[config.mk]
export PLATFORM = sky130hd
export DESIGN_NAME = feature_frame_loader
export DESIGN_NICKNAME = d
export VERILOG_FILES = /design/src/rtl/feature_frame_loader.sv
export SDC_FILE = /design/constraint.sdc
export NUM_CORES = 1
export LEC_CHECK = 0
export ABC_AREA = 1
export ABC_CLOCK_PERIOD_IN_PS = 2600
export CAP_MARGIN = 20
export CORE_ASPECT_RATIO = 0.75
export CORE_MARGIN = 2
export CORE_UTILIZATION = 45
export CTS_BUF_LIST = sky130_fd_sc_hd__clkbuf_4
export DETAILED_ROUTE_END_ITERATION = 12
export PLACE_DENSITY = 0.76
export SYNTH_ARGS = -nofsm -noshare
export SYNTH_HDL_FRONTEND = slang
export SYNTH_SLANG_ARGS = --single-unit
[constraint.sdc]
create_clock -name clk -period 2.6 [get_ports clk]
set_input_delay 0.52 -clock clk [delete_from_list [all_inputs] [get_ports clk]]
set_output_delay 0.52 -clock clk [all_outputs]
set_load 0.01 [all_outputs]
[src/rtl/feature_frame_loader.sv]
// rtl/feature_frame_loader.sv - byte-stream to feature-vector loader with double buffering
module feature_frame_loader #(
    parameter int FEAT_W = 51,
    parameter int IN_W   = 8,
    parameter int CNT_W  = 16
) (
    input  logic              clk,
    input  logic              rst_n,
    input  logic              s_valid,
    output logic              s_ready,
    input  logic [IN_W-1:0]   s_data,
    input  logic              s_last,
    output logic              m_valid,
    input  logic              m_ready,
    output logic [FEAT_W-1:0] m_feat,
    output logic              len_err,
    output logic [CNT_W-1:0]  frame_cnt
);

    localparam int BEATS = (FEAT_W + IN_W - 1) / IN_W;
    localparam int ASM_W = BEATS * IN_W;
    localparam int IDX_W = (BEATS > 1) ? $clog2(BEATS) : 1;
    localparam logic [IDX_W-1:0] LAST_IDX = IDX_W'(BEATS - 1);

    typedef enum logic [1:0] {
        COLLECT,
        HOLD,
        DISCARD
    } state_t;

    state_t              state_q, state_d;
    logic [IDX_W-1:0]    idx_q, idx_d;
    logic [ASM_W-1:0]    asm_q, asm_d;
    logic [FEAT_W-1:0]   m_feat_q, m_feat_d;
    logic                m_valid_q, m_valid_d;
    logic                s_ready_q, s_ready_d;
    logic                len_err_q, len_err_d;
    logic [CNT_W-1:0]    frame_cnt_q, frame_cnt_d;

    logic beat_acc;
    logic xfer;
    logic out_free;
    logic load;

    always_comb begin
        state_d     = state_q;
        idx_d       = idx_q;
        asm_d       = asm_q;
        m_feat_d    = m_feat_q;
        m_valid_d   = m_valid_q;
        frame_cnt_d = frame_cnt_q;
        len_err_d   = 1'b0;
        load        = 1'b0;

        beat_acc = s_valid & s_ready_q;
        xfer     = m_valid_q & m_ready;
        // The output register counts as free in the same cycle it is drained.
        out_free = ~m_valid_q | m_ready;

        if (xfer) begin
            m_valid_d   = 1'b0;
            frame_cnt_d = frame_cnt_q + CNT_W'(1);
        end

        case (state_q)
            COLLECT: begin
                if (beat_acc) begin
                    asm_d[idx_q*IN_W +: IN_W] = s_data;
                    if (s_last && (idx_q == LAST_IDX)) begin
                        if (out_free) begin
                            load  = 1'b1;
                            idx_d = '0;
                        end else begin
                            state_d = HOLD;
                        end
                    end else if (s_last) begin
                        len_err_d = 1'b1;
                        idx_d     = '0;
                    end else if (idx_q == LAST_IDX) begin
                        state_d = DISCARD;
                        idx_d   = '0;
                    end else begin
                        idx_d = idx_q + IDX_W'(1);
                    end
                end
            end
            HOLD: begin
                if (out_free) begin
                    load    = 1'b1;
                    state_d = COLLECT;
                    idx_d   = '0;
                end
            end
            DISCARD: begin
                if (beat_acc && s_last) begin
                    len_err_d = 1'b1;
                    state_d   = COLLECT;
                    idx_d     = '0;
                end
            end
            default: begin
                state_d = COLLECT;
                idx_d   = '0;
            end
        endcase

        // Pad bits of the final beat above FEAT_W are dropped here.
        if (load) begin
            m_feat_d  = asm_d[FEAT_W-1:0];
            m_valid_d = 1'b1;
        end

        s_ready_d = (state_d != HOLD);
    end

    always_ff @(posedge clk or negedge rst_n) begin
        if (!rst_n) begin
            state_q     <= COLLECT;
            idx_q       <= '0;
            asm_q       <= '0;
            m_feat_q    <= '0;
            m_valid_q   <= 1'b0;
            s_ready_q   <= 1'b0;
            len_err_q   <= 1'b0;
            frame_cnt_q <= '0;
        end else begin
            state_q     <= state_d;
            idx_q       <= idx_d;
            asm_q       <= asm_d;
            m_feat_q    <= m_feat_d;
            m_valid_q   <= m_valid_d;
            s_ready_q   <= s_ready_d;
            len_err_q   <= len_err_d;
            frame_cnt_q <= frame_cnt_d;
        end
    end

    assign s_ready   = s_ready_q;
    assign m_valid   = m_valid_q;
    assign m_feat    = m_feat_q;
    assign len_err   = len_err_q;
    assign frame_cnt = frame_cnt_q;

endmodule

==> run metrics <==
initial antenna violation count 0; total of max-cap violations 0; fmax 0.444 GHz; register bit count reported by yosys 126; Post-synth EDFFs 0; HP Class in -> async; post-layout min period 2.25 ns; nets 819; port bufs 82; post-route insts no fill 982; pins over their slew limit 0; post-DP HPWL 9470 µm; largest net degree at the start of global routing 79; core footprint 12800 µm²; Design Area, Final 7160 µm²; most common cell after layout, fill and taps aside nand2_1; Crit. Startpoint idx_q[0]; Clock Skews 0.0217 ns; reg-to-reg endpoint m_feat[5]; sequential area share after synthesis 0.539; asr flop ratio synth 1.00; grt ovf 0; Mapped Area 5850 µm²; Layout area overhead 22.6%; actual slew at the worst max-slew pin 0.541 ns; insertion delay to the later sink of the worst-skew pair 0.53 ns; critical path data arrival time 2.74 ns; 1st-iter DRT viols 347; r2r startpoint idx_q[0]; die width 136 µm; Total GRT Usage 0.206; # IOs 83; Final ANT Viol Nets 0; Switching Fraction 0.374; DRC viols 0; VDD IR-drop max 421 µV; RSZ-0062 raised after global routing no; Area after DPL 6860 µm²; CTS Buf Count 17; vias 4672; Critical Path Fanout Max 16; die height 103 µm; Sw Pwr 0.00251 W; syn_nets 720; first-pass iteration count of the detailed router 5; R2R cell count 8; slew margin rel. 0.639; H-tree depth 4; die area 13900 µm²; site row count 36; Crit Path Class reg -> reg; Clock transition at path regs 0.12 ns; Post-Syn Area per Cell 8.36 µm²; status finished clean; overall routed net length 13200 µm; Post-Place Cells 948; Final Wtd Congestion 0.884; clock network fraction of total power 0.202; vias in the first global route 4383; Reg power frac 0.414; most frequent cells in the layout nand2_1, dfrtp_1, nand3_1; leakage 3.69 nW; Distinct cells, synth 32; WL/cell 13.5 µm; Min Hold Slack 0.331 ns; root buffer cell clkbuf_4; Initial Utilization 0.455; fin crit share 0.866; Syn Inst Count 699; Worst Path Required 3.09 ns; Synth area leaders dfrtp_1, nand2_1, nand3_1; Most used DFF post-synth dfrtp_1; diodes inserted 0; reg2reg setup slack 0.35 ns; clock sinks 126; drt via density 4.76; crit end category flip-flop; clock tree buffer depth 2; Int Pwr 0.00419 W; CTS tree done; combinational power share 0.384; Yosys warning total 0; Final Hold Fails 0; fraction of layout cells with a size suffix above 1 0.0838; pwr dens 935 nW/µm²; post-synth top area cell dfrtp_1; CP Launch Type flip-flop; post-synth top area share 0.539; setup tns final 0 ns; setup violators final 0; wire length of the first global-routing pass 22100 µm
==> power groups by stage <==
stage          clock network [W]  registers, W  logic, W
3_3_place_gp                   0       0.00280   0.00252
2_1_floorplan                  0       0.00290   0.00146
4_1_cts                  0.00138       0.00278   0.00256
3_5_place_dp                   0       0.00281   0.00254
6_report                 0.00135       0.00277   0.00257
5_1_grt                  0.00147       0.00283   0.00291
==> worst max-delay path, cell delays in order, from the launching register on <==
cell,delay [ns]
dfrtp_1,0.51
inv_2,0.07
ha_1,0.22
ha_1,0.37
nor3_1,0.24
nand3_2,0.28
o21ai_0,0.35
nand2_1,0.10
nand2_1,0.07
==> sequential cells by signal, summed over array words and instances, names as in the netlist <==
name       flops
asm_q         51
m_feat        51
state_q        2
s_ready        1
len_err        1
frame_cnt     16
m_valid        1
idx_q          3
==> how the worst max path moves through the flow <==
stage | cells past startpoint | end | slack [ns]
finish | 8 | m_feat[5] | 0.35
detailed placement | 9 | m_feat[46] | 0.23
floorplan | 10 | m_feat[19] | 0.50
global placement | 10 | m_feat[16] | 0.21
global route | 8 | m_feat[5] | 0.16
CTS | 10 | m_feat[17] | 0.23
==> cell type report <==
| class | instances | area, µm² |
|---|---|---|
| clock buffer | 19 | 143 |
| clock inverter | 13 | 140 |
| fill | 1212 | 5670 |
| inverter | 76 | 290 |
| multi-input combinational | 481 | 2270 |
| sequential | 126 | 3150 |
| tap | 171 | 214 |
| timing repair buffer | 96 | 951 |
==> metal layers <==
layer  track usage  share of wire  vias to the layer above
met4        0.0705          0.016                        0
met5             0              0                        -
met2         0.279           0.40                      152
li1              -              -                     2384
met3        0.0516          0.061                       19
met1         0.319           0.52                     2117
==> cell families (layout without fill, tap and decap cells) <==
logic type,after synthesis,after routing,share of synthesized area
AOI/OAI and AO/OA,15,15,0.0154
xor gates and xnor gates,12,12,0.0180
adders and majority gates,8,8,0.0171
buffers and inverters,92,204,0.0717
DFF,126,126,0.539
and+or+nand+nor,446,446,0.338
==> cells in the mapped netlist (all sizes together) (4+ instances only) <==
cell and n:
nor3 10, xnor2 4, xor2 8, o21ai 9, ha 8, dfrtp 126, buf 14, nand2 264
nand4 11, nor2 39, inv 76, nand3 94, and2 27
==> timing repair <==
item                                    CTS  global route
buffers inserted                          0             1
endpoints found under the hold margin     5             0
resized for setup                         0             0
endpoints found under the setup margin    0             3
hold buffers                              1             0
==> metrics by stage <==
step                      setup WS [ns]  utilization  power (W)
after floorplan                   0.499            -    0.00436
after global placement            0.205        0.535    0.00533
after detailed placement          0.234        0.535    0.00535
after CTS                         0.229        0.558    0.00671
after global routing              0.162        0.558    0.00722
final                             0.348        0.558    0.00670
No activity file was read; power rests on OpenSTA's default activity.
